**src/rtl/button_event_gen.sv**
```systemverilog
`timescale 1ns/1ps
// -----------------------------------------------------------------------------
// button_event_gen
//
// Button front-end for the watch. Each of the three raw push-buttons (config,
// increment, decrement) is synchronised, debounced and edge-detected, and
// turned into single-cycle event pulses for the watch edit logic. Increment
// and decrement also auto-repeat while held. Holding both of them at once
// locks both out until each has been released.
//
// Ports
//   clock          system clock
//   reset_i        asynchronous, active-low reset
//   config_i       raw config button, active-high, asynchronous
//   increment_i    raw increment button, active-high, asynchronous
//   decrement_i    raw decrement button, active-high, asynchronous
//   config_pulse_o one-cycle pulse per accepted config press
//   inc_pulse_o    one-cycle pulse per accepted increment press or repeat
//   dec_pulse_o    one-cycle pulse per accepted decrement press or repeat
//   btn_level_o    debounced levels {config, inc, dec}
// -----------------------------------------------------------------------------
module button_event_gen #(
   parameter int DEBOUNCE_CYCLES = 500_000,
   parameter int HOLD_CYCLES     = 50_000_000,
   parameter int REPEAT_CYCLES   = 10_000_000
) (
   input  logic       clock,
   input  logic       reset_i,
   input  logic       config_i,
   input  logic       increment_i,
   input  logic       decrement_i,
   output logic       config_pulse_o,
   output logic       inc_pulse_o,
   output logic       dec_pulse_o,
   output logic [2:0] btn_level_o
);

   localparam int DW   = $clog2(DEBOUNCE_CYCLES + 1);
   localparam int TMAX = (HOLD_CYCLES > REPEAT_CYCLES) ? HOLD_CYCLES : REPEAT_CYCLES;
   localparam int TW   = (TMAX > 1) ? $clog2(TMAX) : 1;

   // The debounce counter runs up to DEBOUNCE_CYCLES and commits on the
   // following mismatched cycle, giving a level change DEBOUNCE_CYCLES + 2
   // cycles after the raw edge is first sampled.
   localparam logic [DW-1:0] DB_LAST     = DW'(DEBOUNCE_CYCLES);
   localparam logic [TW-1:0] HOLD_LAST   = TW'(HOLD_CYCLES - 1);
   localparam logic [TW-1:0] REPEAT_LAST = TW'(REPEAT_CYCLES - 1);

   typedef enum logic [1:0] {
      ST_IDLE,
      ST_HOLD,
      ST_REPEAT,
      ST_LOCK
   } rpt_state_t;

   // Bit order everywhere: 2 = config, 1 = inc, 0 = dec.
   logic [2:0] raw;
   logic [2:0] stable_vec;
   logic [2:0] rise_vec;
   logic       cfg_pulse;

   assign raw = {config_i, increment_i, decrement_i};

   for (genvar g = 0; g < 3; g++) begin : g_btn
      logic          sync_p0;
      logic          sync_p1;
      logic          stable_p2;
      logic          stable_p3;
      logic [DW-1:0] cnt;

      always_ff @(posedge clock or negedge reset_i) begin
         if (!reset_i) begin
            sync_p0   <= 1'b0;
            sync_p1   <= 1'b0;
            stable_p2 <= 1'b0;
            stable_p3 <= 1'b0;
            cnt       <= '0;
         end else begin
            // p0/p1: two-flop synchroniser
            sync_p0 <= raw[g];
            sync_p1 <= sync_p0;
            // p2: debounced level; any agreeing cycle restarts the count
            if (sync_p1 == stable_p2) begin
               cnt <= '0;
            end else if (cnt == DB_LAST) begin
               stable_p2 <= sync_p1;
               cnt       <= '0;
            end else begin
               cnt <= cnt + DW'(1);
            end
            // p3: previous debounced level, for edge detection
            stable_p3 <= stable_p2;
         end
      end

      assign stable_vec[g] = stable_p2;
      assign rise_vec[g]   = stable_p2 & ~stable_p3;
   end

   // Config only produces the press pulse, no auto-repeat.
   always_ff @(posedge clock or negedge reset_i) begin
      if (!reset_i) begin
         cfg_pulse <= 1'b0;
      end else begin
         cfg_pulse <= rise_vec[2];
      end
   end

   // Auto-repeat engines: g = 1 is increment, g = 0 is decrement; each
   // watches the other's debounced level for the mutual lock-out.
   for (genvar g = 0; g < 2; g++) begin : g_rpt
      localparam int OTHER = (g == 1) ? 0 : 1;

      rpt_state_t    state;
      logic [TW-1:0] timer;
      logic          pulse;

      always_ff @(posedge clock or negedge reset_i) begin
         if (!reset_i) begin
            state <= ST_IDLE;
            timer <= '0;
            pulse <= 1'b0;
         end else begin
            pulse <= 1'b0;
            // Release wins over everything, including a timer expiring now.
            if (!stable_vec[g]) begin
               state <= ST_IDLE;
               timer <= '0;
            end else if (stable_vec[OTHER]) begin
               // Both held (also covers a simultaneous rise): lock out
               // until this button is released and pressed again.
               state <= ST_LOCK;
               timer <= '0;
            end else begin
               case (state)
                  ST_IDLE: begin
                     if (rise_vec[g]) begin
                        pulse <= 1'b1;
                        state <= ST_HOLD;
                        timer <= '0;
                     end
                  end
                  ST_HOLD: begin
                     if (timer == HOLD_LAST) begin
                        pulse <= 1'b1;
                        state <= ST_REPEAT;
                        timer <= '0;
                     end else begin
                        timer <= timer + TW'(1);
                     end
                  end
                  ST_REPEAT: begin
                     if (timer == REPEAT_LAST) begin
                        pulse <= 1'b1;
                        timer <= '0;
                     end else begin
                        timer <= timer + TW'(1);
                     end
                  end
                  default: begin
                     state <= ST_LOCK;
                  end
               endcase
            end
         end
      end
   end

   assign config_pulse_o = cfg_pulse;
   assign inc_pulse_o    = g_rpt[1].pulse;
   assign dec_pulse_o    = g_rpt[0].pulse;
   assign btn_level_o    = stable_vec;

endmodule

```
**config.mk**
```make
export PLATFORM = sky130hd
export DESIGN_NAME = button_event_gen
export DESIGN_NICKNAME = d
export VERILOG_FILES = /design/src/rtl/button_event_gen.sv
export SDC_FILE = /design/constraint.sdc
export NUM_CORES = 1
export LEC_CHECK = 0
export ABC_AREA = 1
export CELL_PAD_IN_SITES_DETAIL_PLACEMENT = 1
export CELL_PAD_IN_SITES_GLOBAL_PLACEMENT = 2
export CORE_AREA = 4 4 129 162
export DETAILED_ROUTE_END_ITERATION = 10
export DIE_AREA = 0 0 133 166
export MAX_ROUTING_LAYER = met4
export PLACE_DENSITY_LB_ADDON = 0.1
export SLEW_MARGIN = 20
export SYNTH_ARGS = -nofsm -noshare
export SYNTH_HDL_FRONTEND = slang
export SYNTH_SLANG_ARGS = --single-unit
```
**constraint.sdc**
```tcl
create_clock -name clock -period 5.42 [get_ports clock]
set_clock_uncertainty 0.15 [all_clocks]
set_input_delay 0.813 -clock clock [delete_from_list [all_inputs] [get_ports clock]]
set_output_delay 0.813 -clock clock [all_outputs]
set_load 0.02 [all_outputs]
```
* Word-level counts from Yosys, hierarchy flattened
Cells that the tools add are included.
** Operators by class
- Add/sub/neg operators :: 5
- Reduce and logical (&&, ||, !) cells :: 9
- Mux-type cells :: 40
- Equal/unequal tests :: 22
- Bitwise gates (word level) :: 9
** Operators with widths (number)
- $mux W26 :: 10
- $pmux W26 S3 :: 2
- $mux W19 :: 6
- $add A19 B1 Y19 const B :: 3
- $eq A19 B19 Y1 const B :: 3
- $add A26 B1 Y26 const B :: 2
- $eq A26 B24 Y1 const B :: 2
- $eq A26 B26 Y1 const B :: 2
- $mux W2 :: 8
- $ne A4 B4 Y1 const B :: 4
- $pmux W2 S3 :: 2
- $mux W1 :: 10
- $reduce_and A2 Y1 :: 5
- $ne A3 B3 Y1 const B :: 2
- $not A1 Y1 :: 6
- $pmux W1 S3 :: 2
- $reduce_and A3 Y1 :: 2
- $ne A5 B1 Y1 const B :: 1
- $ne A5 B2 Y1 const B :: 1
- $eq A2 B1 Y1 const B :: 2
- $eq A2 B2 Y1 const B :: 2
- $logic_not A2 Y1 :: 2
- $and A1 B1 Y1 :: 3
- $eq A1 B1 Y1 :: 3
** Word-level totals
- Flip-flop bits (word level) :: 128
- Input port bits :: 5

* Depth between registers and ports, before layout
Gate-level depths: netlist of the first run.
- Word-level depth :: 6
- Depth in mapped cells :: 13
- Depth with buffers taken out :: 12

* Worst setup path after synthesis of the first run
Ideal clock, no wire load.
- Path type :: reg-to-reg
- Start point :: reg g_rpt[1].state[0]
- End point :: reg g_rpt[1].timer[10]
- Library setup time :: 77 ps
- Setup slack :: 3674 ps
- Clock period less this slack :: 1746 ps
- Arrival time :: 1519 ps
- Path buffers :: 3
- Stages on the path, launching flop included :: 11
- Path through :: dfrtp_1 > inv_1 > ha_1 > inv_1 > nand2_1 > o21ai_0 > nand2_1 > buf_2 > buf_6 > buf_6 > a21oi_1
** Between the ends
- Longest elaborated chain between the ends :: 4
- Elaborated cells on any way between the ends :: 9
- Those cells by class :: eq/ne: 4; mux: 3; reduce/logical: 2
** RTL lines
- start, declared :: line 114 : rpt_state_t state;
- start signal, assigned :: line 120 : state <= ST_IDLE;
- start signal, assigned :: line 127 : state <= ST_IDLE;
- start signal, assigned :: line 132 : state <= ST_LOCK;
- $eq A2 B2 Y1, or another cell as far along :: line 135 : case (state)
- $pmux W26 S3 :: line 135
- $mux W26 :: line 129 : end else if (stable_vec[OTHER]) begin
- $mux W26 :: line 126 : if (!stable_vec[g]) begin
- end signal, assigned :: line 149 : timer <= timer + TW'(1);
- end signal, assigned :: line 157 : timer <= timer + TW'(1);
- end, declared :: line 115 : logic [TW-1:0] timer;
Parallel ways exist; a longest one is shown, timed or not.
A chain may end at the register's enable or synchronous reset.

* Worst setup path in the final report of the first run
- Start point :: reg g_rpt[1].state[1]
- End point :: reg g_rpt[1].timer[6]
The elaborated chain is that of the path after synthesis.

==> flow_metrics.py, run 1 <==
metrics = {
    "outcome": {
        "outcome": "finished, final reports clean",
    },
    "setup_path": {
        "critPathCaptureType": "flop",
        "startpoint_type": "flop",
        "crit_chain": "inv_1 -> ha_1 -> inv_1 -> nand2_1 -> o21ai_0 -> nand2_1 -> buf_4 -> clkinv_1 -> o21ai_0 -> o31ai_1 -> a21oi_1",
        "cp_top_family": "buffers and inverters",
        "critPathRequiredTime_ns": 5.61,
        "arrival_ns": 2.89,
        "critPathSlowestCell": "clkinv_1",
        "cp_slowest_stage_delay_ns": 0.56,
        "critPathMaxFanout": 29,
        "cp.buffers_inverters": 4,
        "setup.worst_path.class": "flop to flop",
    },
    "timing": {
        "slew_headroom_pct": 41.9,
        "setup_violations": 0,
        "max_freq_mhz": 370,
        "fin_tns_setup_ns": 0,
        "fin_crit_sh_pct": 49.9,
        "final_hold_viol_count": 0,
        "period_minus_slack_ns": 2.70,
        "whs_ns": 0.237,
        "drv_slew": 0,
        "worstMarginPinSlew_ns": 0.872,
        "worst_slack_ns": 2.72,
        "rsz0062_at_grt": "no",
    },
    "yosys": {
        "yosys_warnings": 0,
        "synth_top_family_by_area": "simple AND/OR/NAND/NOR gates",
        "synth_flop_cell": "dfrtp_1",
        "syn_inst": 1055,
        "synth-seq-cells": 128,
        "synth_fa_ha_area_share_pct": 3.19,
        "synth_nets": 1080,
        "ys_seq_area_share_pct": 40.9,
        "syn_area_sq_mm": 0.00783,
        "yosys.area_share.simple_pct": 35.8,
        "ys_async_sr_fraction_pct": 100,
        "synth_edf_count": 0,
        "synth_xor_area_share_pct": 5.93,
        "synth.avg_cell_area_sq_um": 7.43,
        "synth_compound_area_share_pct": 6.04,
        "synth.area.mux_share_pct": 0,
        "netlist-cell-type-count": 42,
    },
    "grt": {
        "grt_overflow": 0,
        "antenna_found_initial": 0,
        "grt_pass1_wl_um": 35500,
        "track_usage_pct": 20.0,
        "grt_start_max_net_pins": 91,
        "grt_pass1_vias": 7134,
    },
    "min_path": {
        "hp-class": "flop to flop",
    },
    "clock_network": {
        "cts_tree": "built",
        "cts_root_buffer": "clkbuf_16",
        "post_cts_resized": 0,
        "cts.clk_slew.worst_paths_ns": 0.06,
        "htree_num_levels": 4,
        "clockBufferDepth": 2,
        "clock-sinks": 128,
        "hold_buffers": 0,
        "postCtsSetupBuffers": 0,
        "insertion_delay_ns": 0.42,
        "cts_made_buffers": 17,
    },
    "route": {
        "ant_nets": 0,
        "post-route-drc-count": 0,
        "dr.pass1.iters": 4,
        "via_count": 6792,
        "via_per_inst": 5.03,
        "drt-initial-drc-count": 241,
        "drt_wl_total_um": 20400,
        "avgRoutedWirePerCell_um": 15.1,
    },
    "power_and_ir_drop": {
        "leakage_nw": 3.68,
        "power.density_mw_per_mm2": 260,
        "irDropWorstVdd_uv": 204,
    },
    "place": {
        "pre_cts_ws_ns": 2.72,
        "dp_cells": 1318,
        "place_congestion": 0.826,
        "dp_hpwl_um": 14900,
        "portBuffers": 10,
    },
    "finish": {
        "fillers": 2423,
        "layout_common_cells": "nand2_1, nor2_1, inv_1",
        "layout_commonest_cell": "nand2_1",
        "antennaDiodeCount": 0,
        "drive_above_1_share_pct": 7.37,
        "fin_cells": 1350,
        "nets": 1097,
        "area_growth_pct": 12.5,
    },
    "die": {
        "die_x_um": 133,
        "num_rows": 57,
        "dieArea_sq_mm": 0.0221,
        "ioPinCount": 11,
        "start_util_pct": 40.5,
        "die_y_um": 166,
        "core_sq_mm": 0.0193,
    },
    "run": {
        "maxCapViolations": 0,
    },
}
Yosys cell counts (all sizes together), types with 4 or more instances:
| library cell | count | area (sq um) |
|---|---|---|
| nand2 | 250 | 1000 |
| clkinv | 4 | 16.3 |
| xnor2 | 7 | 61.3 |
| nor2 | 173 | 734 |
| inv | 135 | 507 |
| xor2 | 46 | 403 |
| buf | 13 | 115 |
| nand3b | 4 | 30.0 |
| ha | 20 | 250 |
| nand3 | 82 | 448 |
| o21ai | 41 | 209 |
| a21oi | 43 | 215 |
| nor3 | 46 | 240 |
| nor3b | 4 | 30.0 |
| nor4 | 9 | 56.3 |
| nand4 | 36 | 225 |
| dfrtp | 128 | 3200 |
| or2 | 5 | 31.3 |
worst reg2reg max path, stage by stage (launching register included):
cell and delay, ns:
dfrtp_1 0.39, inv_1 0.15, ha_1 0.24, inv_1 0.06, nand2_1 0.06, o21ai_0 0.07, nand2_1 0.06, buf_4 0.28
clkinv_1 0.57, o21ai_0 0.35, o31ai_1 0.11, a21oi_1 0.15
per-stage QoR:
stage	area, sq um	util [%]	total power, mW
after CTS	8810	45.6	2.33
final	8810	45.6	2.30
after global routing	8810	45.6	2.38
after global placement	8160	42.2	1.04
after detailed placement	8160	42.2	1.04
after floorplan	7830	-	1.01
cell families after synthesis:
logic type                 after synthesis
and+or+nand+nor                        610
buffers and inverters                  153
DFF                                    128
AOI/OAI and AO/OA                       91
xor gates and xnor gates                53
adders and majority gates               20
registers in the layout, indices dropped and copies added, names as in the netlist:
name	flops
g_rpt.state	4
g_btn.sync_p1	3
dec_pulse_o	1
g_rpt.timer	52
inc_pulse_o	1
config_pulse_o	1
g_btn.sync_p0	3
g_btn.cnt	57
g_btn.stable_p3	3
g_btn.stable_p2	3
layer usage:
| layer | wire (um) | track usage (%) |
|---|---|---|
| met2 | 10100 | 33.4 |
| met4 | 284 | 5.15 |
| met3 | 398 | 2.82 |
| met1 | 9630 | 25.5 |
| met5 | 0 | - |
power breakdown:
group	total (mW)	switching, mW	internal [mW]
registers	0.971	0.00771	0.964
clock network	1.27	0.441	0.831
logic	0.0514	0.0390	0.0124
area by class of cell:
cell class	count	area, sq um	share of cell area, %
multi-input cells	774	3990	45.3
flip-flops and latches	128	3200	36.3
inverters	139	523	5.93
clock buffers	23	498	5.65
well taps	265	332	3.76
clock inverters	9	153	1.73
repair buffers	12	116	1.32
final timing paths:
| kind | startpoint | endpoint | slack, ns | cells past startpoint |
|---|---|---|---|---|
| min in group asynchronous | reset_i | g_rpt[1].timer[1]$_DFFE_PN0P_ | 0.33 | 1 |
| worst max-delay path | g_rpt[1].state[1]$_DFFE_PN0P_ | g_rpt[1].timer[6]$_DFFE_PN0P_ | 2.72 | 11 |
| max in group asynchronous | reset_i | g_btn[0].cnt[3]$_DFF_PN0_ | 3.70 | 2 |
| worst min-delay path | g_btn[0].sync_p0$_DFF_PN0_ | g_btn[0].sync_p1$_DFF_PN0_ | 0.24 | 0 |
| worst max register to register | g_rpt[1].state[1]$_DFFE_PN0P_ | g_rpt[1].timer[6]$_DFFE_PN0P_ | 2.72 | 11 |
| worst min register to register | g_btn[0].sync_p0$_DFF_PN0_ | g_btn[0].sync_p1$_DFF_PN0_ | 0.24 | 0 |
Note: power is estimated with default switching activity, not from simulation.
==> run 2: changes to the inputs <==
- CORE_AREA: 4 4 129 162 -> 4 4 141 177
- DIE_AREA: 0 0 133 166 -> 0 0 145 181
- clock period: 5.42 -> 2.48 ns (I/O delays scaled with it)
==> flow_metrics.py, run 2 (same netlist as run 1, synthesis figures left out) <==
metrics = {
    "outcome": {
        "outcome": "finished, final reports clean",
    },
    "finish": {
        "area_growth_pct": 14.3,
        "reg_top3": "g_btn.cnt (57), g_rpt.timer (52), g_rpt.state (4)",
        "nets": 1106,
        "antennaDiodeCount": 0,
        "largest_reg_flops": 57,
        "drive_above_1_share_pct": 8.14,
        "layout_commonest_cell": "nand2_1",
        "postLayoutCoreUtil_pct": 38.3,
        "fillers": 2881,
        "layout_common_cells": "nand2_1, nor2_1, inv_1",
        "largest-register": "g_btn.cnt",
    },
    "setup_path": {
        "r2r-end": "g_rpt[0].timer[7]$_DFFE_PN0P_",
        "worst-r2r-setup-slack_ns": 0.40,
        "cp.buffers_inverters": 1,
        "cp_slowest_stage_delay_ns": 0.68,
        "startpoint_type": "flop",
        "setup.worst_path.class": "flop to output pin",
        "critPathCaptureType": "output pin",
        "cp-startpoint": "g_btn[1].stable_p2$_DFFE_PN0P_",
        "reg2reg_from": "g_rpt[0].state[0]$_DFFE_PN0P_",
        "reg2reg_depth": 10,
        "arrival_ns": 1.67,
        "critPathMaxFanout": 6,
        "critPathSlowestCell": "clkdlybuf4s50_1",
        "crit_chain": "clkdlybuf4s50_1",
        "critPathRequiredTime_ns": 1.96,
        "cp_top_family": "buffers and inverters",
    },
    "timing": {
        "period_minus_slack_ns": 2.20,
        "worstMarginPinSlew_ns": 0.501,
        "setup_violations": 0,
        "final_hold_viol_count": 0,
        "slew_headroom_pct": 66.6,
        "fin_crit_sh_pct": 88.5,
        "drv_slew": 0,
        "worst_slack_ns": 0.284,
        "fin_tns_setup_ns": 0,
        "max_freq_mhz": 455,
        "rsz0062_at_grt": "no",
    },
    "place": {
        "dp_hpwl_um": 16700,
        "pre_cts_ws_ns": 0.377,
        "place_congestion": 0.804,
        "portBuffers": 10,
    },
    "clock_network": {
        "postCtsSetupBuffers": 0,
        "hold_buffers": 1,
        "clock-sinks": 128,
        "htree_num_levels": 4,
        "insertion_delay_ns": 0.43,
        "clockBufferDepth": 2,
        "post_cts_resized": 0,
        "cts.clk_slew.worst_paths_ns": 0.06,
        "cts_root_buffer": "clkbuf_16",
        "cts_made_buffers": 17,
        "cts_tree": "built",
    },
    "die": {
        "start_util_pct": 33.5,
        "num_rows": 63,
        "die_y_um": 181,
        "dieArea_sq_mm": 0.0262,
        "core_sq_mm": 0.0234,
        "die_x_um": 145,
        "ioPinCount": 11,
    },
    "route": {
        "drt-initial-drc-count": 236,
        "via_per_inst": 4.95,
        "drt_wl_total_um": 22100,
        "post-route-drc-count": 0,
        "dr.pass1.iters": 4,
        "avgRoutedWirePerCell_um": 16.0,
        "via_count": 6864,
        "ant_nets": 0,
    },
    "min_path": {
        "min_from": "g_btn[2].sync_p0$_DFF_PN0_",
        "hold_path_end": "g_btn[2].sync_p1$_DFF_PN0_",
        "hold-path-cell-count": 0,
        "hp-class": "flop to flop",
    },
    "grt": {
        "grt_pass1_vias": 7486,
        "grt_overflow": 0,
        "track_usage_pct": 18.3,
        "grt_start_max_net_pins": 47,
        "antenna_found_initial": 0,
        "grt_pass1_wl_um": 38200,
    },
    "run": {
        "maxCapViolations": 0,
    },
    "power_and_ir_drop": {
        "irDropWorstVdd_uv": 501,
        "leakage_nw": 3.73,
        "power.density_mw_per_mm2": 571,
    },
}
run 2: cell types whose count changed in the layout (fill, tap and decap cells not counted):
| cell | change |
|---|---|
| clkbuf_1 | -1 |
| buf_4 | +6 |
| clkbuf_8 | -3 |
| clkinv_4 | +2 |
| dlygate4sd3_1 | +1 |
| clkinvlp_4 | +2 |
| bufinv_16 | +1 |
| buf_12 | +2 |
| clkinv_2 | -1 |
run 2: area by class of cell:
class | count | area, sq um | share of cell area, %
Multi-Input combinational cell | 774 | 3990 | 44.5
Sequential cell | 128 | 3200 | 35.8
Inverter | 139 | 523 | 5.84
Clock buffer | 19 | 453 | 5.06
Tap cell | 292 | 365 | 4.08
Timing Repair Buffer | 21 | 211 | 2.36
Clock inverter | 13 | 210 | 2.35
run 2: how the worst max path moves through the flow:
stage / end / slack [ns] / cells after the start
CTS: btn_level_o[1] / 0.24 / 1
floorplan: g_rpt[1].timer[10]$_DFFE_PN0P_ / 0.73 / 10
finish: btn_level_o[1] / 0.28 / 1
global placement: g_rpt[1].timer[20]$_DFFE_PN0P_ / 0.41 / 10
global route: g_rpt[1].timer[6]$_DFFE_PN0P_ / 0.10 / 10
detailed placement: g_rpt[1].timer[4]$_DFFE_PN0P_ / 0.38 / 10
run 2: metal layers:
layer,vias to the layer above,GRT usage [%],part of all wire (%)
met4,0,5.78,2.0
met5,-,-,0
li1,3446,-,-
met1,3337,21.0,44
met2,52,32.9,53
met3,29,2.83,1.3
run 2: through the flow:
stage	area, sq um	hold WS, ns	total power [mW]	std cells
floorplan	7830	-0.0736	2.20	1055
global placement	8280	0.181	2.29	1353
detailed placement	8280	0.186	2.29	1353
CTS	8950	0.200	5.21	1386
global route	8950	0.203	5.31	1386
finish	8950	0.198	5.11	1386
run 2: power breakdown:
| group | internal (mW) | switching [mW] | leakage [nW] | total [mW] |
|---|---|---|---|---|
| Combinational | 0.0344 | 0.0876 | 1.64 | 0.122 |
| Clock | 1.84 | 1.03 | 0.319 | 2.87 |
| Sequential | 2.11 | 0.0158 | 1.77 | 2.12 |
==> run 3: changes to the inputs <==
- SETUP_SLACK_MARGIN: unset -> 0.05
==> results of run 3 <==
No change in the layout: final DEF, timing and power equal those of run 2.
